$ cat src/rtl/gc_sweep_ctrl_if.sv
// Driver/consumer bundle between the sweep controller and its datapath/host side.
// The controller uses the slave modport; the host and datapath model use master.
interface gc_sweep_ctrl_if #(
  parameter int PRECISION_BITS  = 4,
  parameter int OVERFLOW_BITS   = 4,
  parameter int NUM_NODES       = 4,
  parameter int NUM_NODES_BIT   = 2,
  parameter int NUM_COLORS_BITS = 2,
  parameter int SWEEP_BITS      = 16
);
  localparam int PAD  = PRECISION_BITS + OVERFLOW_BITS;
  localparam int CB_W = (NUM_COLORS_BITS > 1) ? $clog2(NUM_COLORS_BITS) : 1;
  localparam int NB   = NUM_NODES * NUM_COLORS_BITS;

  logic                      load;
  logic [NB-1:0]             init_nodes;
  logic                      start;
  logic [SWEEP_BITS-1:0]     num_sweeps;
  logic signed [PAD:0]       noise;
  logic signed [PAD-1:0]     product;
  logic [NUM_NODES_BIT-1:0]  node_count;
  logic [CB_W-1:0]           color_bit_count;
  logic [NB-1:0]             nodes;
  logic                      busy;
  logic                      done;
  logic [SWEEP_BITS-1:0]     sweep_count;

  modport master (
    output load, init_nodes, start, num_sweeps, noise, product,
    input  node_count, color_bit_count, nodes, busy, done, sweep_count
  );

  modport slave (
    input  load, init_nodes, start, num_sweeps, noise, product,
    output node_count, color_bit_count, nodes, busy, done, sweep_count
  );
endinterface

$ cat src/rtl/gc_sweep_ctrl.sv
// Gibbs-style sweep controller: 2 cycles per colour bit (EVAL, WRITE) plus 1 FIX cycle per node.
// No backpressure: product and noise are taken as valid whenever EVAL/WRITE sample them.
module gc_sweep_ctrl #(
  parameter int PRECISION_BITS  = 4,
  parameter int OVERFLOW_BITS   = 4,
  parameter int NUM_NODES       = 4,
  parameter int NUM_NODES_BIT   = 2,
  parameter int NUM_COLORS      = 4,
  parameter int NUM_COLORS_BITS = 2,
  parameter int SWEEP_BITS      = 16
) (
  input  logic           clk,
  input  logic           rst,
  gc_sweep_ctrl_if.slave bus
);
  localparam int B     = NUM_COLORS_BITS;
  localparam int PAD   = PRECISION_BITS + OVERFLOW_BITS;
  localparam int CB_W  = (B > 1) ? $clog2(B) : 1;
  localparam int NB    = NUM_NODES * B;
  localparam int IDX_W = (NB > 1) ? $clog2(NB) : 1;
  localparam logic [B-1:0] CLAMP = B'(NUM_COLORS - 1);

  typedef enum logic [2:0] {IDLE, EVAL, WRITE, FIX, DONE} state_t;

  state_t                   state_q, state_d;
  logic [NB-1:0]            nodes_q, nodes_d;
  logic [NUM_NODES_BIT-1:0] node_count_q, node_count_d;
  logic [CB_W-1:0]          color_bit_count_q, color_bit_count_d;
  logic [SWEEP_BITS-1:0]    sweep_count_q, sweep_count_d;
  logic [SWEEP_BITS-1:0]    num_sweeps_q, num_sweeps_d;
  logic signed [PAD-1:0]    field_q, field_d;

  logic signed [PAD+1:0]    sum;
  logic                     wr_bit;
  logic [IDX_W-1:0]         bit_idx;
  logic [IDX_W-1:0]         node_base;
  logic [B-1:0]             cur_color;
  logic [SWEEP_BITS-1:0]    sweep_inc;

  always_ff @(posedge clk or posedge rst) begin
    if (rst) begin
      state_q           <= IDLE;
      nodes_q           <= '0;
      node_count_q      <= '0;
      color_bit_count_q <= '0;
      sweep_count_q     <= '0;
      num_sweeps_q      <= '0;
      field_q           <= '0;
    end else begin
      state_q           <= state_d;
      nodes_q           <= nodes_d;
      node_count_q      <= node_count_d;
      color_bit_count_q <= color_bit_count_d;
      sweep_count_q     <= sweep_count_d;
      num_sweeps_q      <= num_sweeps_d;
      field_q           <= field_d;
    end
  end

  always_comb begin
    // Two guard bits: sign-extended field plus 9-bit noise can never wrap.
    sum       = {{2{field_q[PAD-1]}}, field_q} + {bus.noise[PAD], bus.noise};
    wr_bit    = !sum[PAD+1] && (sum != '0);
    bit_idx   = IDX_W'(int'(node_count_q) * B + int'(color_bit_count_q));
    node_base = IDX_W'(int'(node_count_q) * B);
    cur_color = nodes_q[node_base +: B];
    sweep_inc = sweep_count_q + SWEEP_BITS'(1);

    state_d           = state_q;
    nodes_d           = nodes_q;
    node_count_d      = node_count_q;
    color_bit_count_d = color_bit_count_q;
    sweep_count_d     = sweep_count_q;
    num_sweeps_d      = num_sweeps_q;
    field_d           = field_q;

    case (state_q)
      IDLE: begin
        if (bus.load) begin
          nodes_d = bus.init_nodes;
        end else if (bus.start) begin
          num_sweeps_d      = bus.num_sweeps;
          sweep_count_d     = '0;
          node_count_d      = '0;
          color_bit_count_d = '0;
          state_d           = (bus.num_sweeps == '0) ? DONE : EVAL;
        end
      end
      EVAL: begin
        field_d = bus.product;
        state_d = WRITE;
      end
      WRITE: begin
        nodes_d[bit_idx] = wr_bit;
        if (int'(color_bit_count_q) < B - 1) begin
          color_bit_count_d = color_bit_count_q + CB_W'(1);
          state_d           = EVAL;
        end else begin
          state_d = FIX;
        end
      end
      FIX: begin
        if (int'(cur_color) >= NUM_COLORS) nodes_d[node_base +: B] = CLAMP;
        color_bit_count_d = '0;
        if (int'(node_count_q) < NUM_NODES - 1) begin
          node_count_d = node_count_q + NUM_NODES_BIT'(1);
          state_d      = EVAL;
        end else begin
          node_count_d  = '0;
          sweep_count_d = sweep_inc;
          state_d       = (sweep_inc == num_sweeps_q) ? DONE : EVAL;
        end
      end
      DONE:    state_d = IDLE;
      default: state_d = IDLE;
    endcase
  end

  assign bus.nodes           = nodes_q;
  assign bus.node_count      = node_count_q;
  assign bus.color_bit_count = color_bit_count_q;
  assign bus.sweep_count     = sweep_count_q;
  assign bus.busy            = (state_q == EVAL) || (state_q == WRITE) || (state_q == FIX);
  assign bus.done            = (state_q == DONE);
endmodule

$ cat src/flat_wrapper.sv
// flat-port wrapper written by rule: the top's interface ports become plain ports
module gc_sweep_ctrl_flat 
#(
  parameter int PRECISION_BITS  = 4,
  parameter int OVERFLOW_BITS   = 4,
  parameter int NUM_NODES       = 4,
  parameter int NUM_NODES_BIT   = 2,
  parameter int NUM_COLORS      = 4,
  parameter int NUM_COLORS_BITS = 2,
  parameter int SWEEP_BITS      = 16
)
  (clk, rst, bus_load, bus_init_nodes, bus_start, bus_num_sweeps, bus_noise, bus_product, bus_node_count, bus_color_bit_count, bus_nodes, bus_busy, bus_done, bus_sweep_count);
  gc_sweep_ctrl_if #(.PRECISION_BITS(PRECISION_BITS), .OVERFLOW_BITS(OVERFLOW_BITS), .NUM_NODES(NUM_NODES), .NUM_NODES_BIT(NUM_NODES_BIT), .NUM_COLORS_BITS(NUM_COLORS_BITS), .SWEEP_BITS(SWEEP_BITS)) bus_i ();
  input  logic clk;
  input  logic rst;
  input wire logic [$bits(bus_i.load)-1:0] bus_load;
  input wire logic [$bits(bus_i.init_nodes)-1:0] bus_init_nodes;
  input wire logic [$bits(bus_i.start)-1:0] bus_start;
  input wire logic [$bits(bus_i.num_sweeps)-1:0] bus_num_sweeps;
  input wire logic [$bits(bus_i.noise)-1:0] bus_noise;
  input wire logic [$bits(bus_i.product)-1:0] bus_product;
  output wire logic [$bits(bus_i.node_count)-1:0] bus_node_count;
  output wire logic [$bits(bus_i.color_bit_count)-1:0] bus_color_bit_count;
  output wire logic [$bits(bus_i.nodes)-1:0] bus_nodes;
  output wire logic [$bits(bus_i.busy)-1:0] bus_busy;
  output wire logic [$bits(bus_i.done)-1:0] bus_done;
  output wire logic [$bits(bus_i.sweep_count)-1:0] bus_sweep_count;
  assign bus_i.load = bus_load;
  assign bus_i.init_nodes = bus_init_nodes;
  assign bus_i.start = bus_start;
  assign bus_i.num_sweeps = bus_num_sweeps;
  assign bus_i.noise = bus_noise;
  assign bus_i.product = bus_product;
  assign bus_node_count = bus_i.node_count;
  assign bus_color_bit_count = bus_i.color_bit_count;
  assign bus_nodes = bus_i.nodes;
  assign bus_busy = bus_i.busy;
  assign bus_done = bus_i.done;
  assign bus_sweep_count = bus_i.sweep_count;
  gc_sweep_ctrl #(.PRECISION_BITS(PRECISION_BITS), .OVERFLOW_BITS(OVERFLOW_BITS), .NUM_NODES(NUM_NODES), .NUM_NODES_BIT(NUM_NODES_BIT), .NUM_COLORS(NUM_COLORS), .NUM_COLORS_BITS(NUM_COLORS_BITS), .SWEEP_BITS(SWEEP_BITS)) u_core (.clk(clk), .rst(rst), .bus(bus_i));
endmodule
$ cat config.mk
export PLATFORM = sky130hd
export DESIGN_NAME = gc_sweep_ctrl_flat
export DESIGN_NICKNAME = d
export VERILOG_FILES = /design/src/rtl/gc_sweep_ctrl_if.sv /design/src/rtl/gc_sweep_ctrl.sv /design/src/flat_wrapper.sv
export SDC_FILE = /design/constraint.sdc
export NUM_CORES = 1
export LEC_CHECK = 0
export ABC_AREA = 1
export BUFFER_PORTS_ARGS = -buffer_cell sky130_fd_sc_hd__buf_2
export CELL_PAD_IN_SITES_DETAIL_PLACEMENT = 1
export CELL_PAD_IN_SITES_GLOBAL_PLACEMENT = 1
export CORE_ASPECT_RATIO = 0.5
export CORE_UTILIZATION = 40
export DETAILED_ROUTE_END_ITERATION = 6
export GPL_ROUTABILITY_DRIVEN = 0
export MAX_ROUTING_LAYER = met4
export PLACE_DENSITY = 0.79
export RECOVER_POWER = 50
export SYNTH_ARGS = -nofsm -noshare
export SYNTH_HDL_FRONTEND = slang
export SYNTH_SLANG_ARGS = --single-unit
$ cat constraint.sdc
create_clock -name clk -period 5.1 [get_ports clk]
set_input_delay 1.53 -clock clk [delete_from_list [all_inputs] [get_ports clk]]
set_output_delay 1.53 -clock clk [all_outputs]
set_load 0.01 [all_outputs]
==> impl_metrics.csv <==
group,metric,value,unit
clock_tree,cts_hold_buf,0,
clock_tree,cts.path.max_buffers,2,
critical_path,critical_path_class,"input pin to asynchronous set/reset pin",
grt,grt_use_total,0.227,
critical_path,cp_max_fo,28,
critical_path,crit_required,5230,ps
job,cap_violations,1,
clock_tree,clock-sinks,54,
clock_tree,cts_tree,"built",
yosys,synth_seq_cells,54,
floorplan,rows,23,
final_layout,layout_common_cells,"114 x nand2_1, 77 x inv_1, 70 x buf_2, 54 x dfrtp_1, 52 x nor2_1",
clock_tree,cts-htree-levels,2,
timing,setup_viol,0,
timing,relSlewSlack,-0.0240,
timing,hold_viol,0,
yosys,ys_seq_area_frac,0.379,
grt,overflow,0,
worst_hold_path,hold_class,"flip-flop to flip-flop",
floorplan,die_w,136,um
floorplan,design.die.area,0.00932,mm^2
timing,tns,0,ps
final_layout,drive_gt1_frac,0.194,
clock_tree,cts_root_buf,"clkbuf_16",
pwr,peakVddDrop,0.189,mV
critical_path,setup.worst_path.start_class,"input pin",
timing,fin_skew,7.54,ps
floorplan,die_h,68.8,um
timing,fin_ws,1560,ps
clock_tree,clock_latency,290,ps
final_layout,final_common_cell,"nand2_1",
grt,grt_max_degree,34,
routing,vias_per_cell,5.03,
routing,via_count,3382,
run_status,status,"finished with violations",
routing,dr.pass1.iters,4,
timing,rsz0062_at_grt,"no",
grt,grt_pass1_vias,3330,
pwr,leakage,2.18,nW
place,pre_cts_slack,1560,ps
yosys,synth-async-reset-ratio,1.00,
clock_tree,clk_pin_slew,70,ps
grt,grt_antenna_before_repair,0,
timing,worst_pin_slew,1540,ps
critical_path,rrSetupSlack,2540,ps
final_layout,fin_util,0.504,
place,place_hpwl,7420,um
clock_tree,post_cts_resized,0,
critical_path,cp-end-kind,"asynchronous set/reset pin",
timing,min_period_over_period,0.694,
routing,routedWlPerCell,14.0,um
timing,slew_viol_final,28,
yosys,ys.flop_type,"dfrtp_1",
grt,grt_first_pass_wirelength,15800,um
yosys,syn-num-nets,545,
run_status,violations,"capacitance limit, slew limit",
final_layout,n_fill_cell,1129,
critical_path,cp.arrival,3670,ps
place,io_buffer_count,73,
yosys,avgSynthCellArea,7.35,um^2
final_layout,area_growth,17.5,%
pwr,p_per_area,475,mW/mm^2
floorplan,boundaryPins,74,
final_layout,multiInputGateArea,0.00189,mm^2
yosys,synth_edf_count,0,
pwr,power,1.99,mW
final_layout,antenna_cells,0,
place,dpl_cell_area,0.00405,mm^2
routing,drc,0,
routing,drt-total-wl,9390,um
final_layout,seqCellArea,0.00135,mm^2
routing,drt_iter0_drc,94,
final_layout,finalNetCount,620,
yosys,syn_area,0.00357,mm^2
timing,layout_min_cycle_time,3540,ps
floorplan,initial_core_util,0.429,
routing,antenna_left,0,
yosys,ys_warn_count,0,
yosys,synthCells,485,
floorplan,core,0.00832,mm^2
clock_tree,cts_buffers,5,
timing,fmax,282,MHz
yosys,ys_types,33,
final_layout,finish.instance_area,0.00419,mm^2
clock_tree,cts_setup_buffers,0,
## final cells by class
type                    count  area share
clock inverters             1     0.00119
well taps                 112      0.0334
repair buffers             74      0.0872
inverters                  79      0.0711
multi-input cells         346       0.451
flip-flops and latches     54       0.322
clock buffers               7      0.0340
## cell usage after synthesis, drive strengths merged (2+ instances only)
cell type  number  area share
nand2         123        0.14
inv            78       0.082
nor2           63       0.081
dfrtp          54        0.38
nand3          43       0.063
o21ai          32       0.045
a21oi          16       0.022
ha             14       0.049
nand4          12       0.021
o22ai          10       0.018
xor2            8       0.020
mux2            7       0.022
buf             3      0.0049
clkbuf          3      0.0032
nand3b          3      0.0063
xnor3           3       0.019
nor3            2      0.0028
o21a            2      0.0042
xnor2           2      0.0049
## critical path, cell delays in order
cell      delay [ps]
buf_2            100
inv_1            840
clkbuf_1        1190
## stage by stage
step	instances	hold slack, ps
floorplan	485	453
global placement	665	472
detailed placement	665	476
CTS	673	493
global route	673	541
finish	673	497
## routing by layer
metal	up-vias	part of all wire	GRT usage
met4	0	0.0044	0.0337
met1	1628	0.49	0.280
li1	1698	-	-
met2	52	0.47	0.408
met3	4	0.029	0.0358
met5	-	0	-
## registers in the layout, summed over array words and instances, names as in the netlist
signal,cells
u_core.bus.nodes,8
u_core.field_q,8
u_core.bus.sweep_count,16
u_core.bus.node_count,2
u_core.num_sweeps_q,16
u_core.bus.color_bit_count,1
u_core.state_q,3
## final timing paths
check,startpoint,to,depth (start not counted)
setup / recovery,rst,u_core.bus.sweep_count[6],3
hold / removal,u_core.bus.nodes[1],u_core.bus.nodes[1],2
setup reg to reg,u_core.state_q[0],u_core.bus.sweep_count[2],9
hold reg to reg,u_core.bus.nodes[1],u_core.bus.nodes[1],2
max in group clk,bus_load,u_core.bus.sweep_count[2],8
min in group asynchronous,rst,u_core.field_q[0],2
## cells by family after synthesis
group | Yosys count | share of synthesized area
xor gates and xnor gates | 13 | 0.0435
DFF | 54 | 0.379
and+or+nand+nor | 249 | 0.316
adders and majority gates | 15 | 0.0547
buffers and inverters | 85 | 0.0916
AOI/OAI and AO/OA | 62 | 0.0933
muxes | 7 | 0.0221
## report_power, final
| part | total (mW) | internal [mW] | switching [mW] | leakage [nW] |
|---|---|---|---|---|
| logic | 0.933 | 0.371 | 0.561 | 1.42 |
| clock network | 0.354 | 0.195 | 0.159 | 0.0739 |
| registers | 0.702 | 0.578 | 0.124 | 0.689 |
| total | 1.99 | 1.15 | 0.844 | 2.18 |
(Power assumes the default switching activity.)
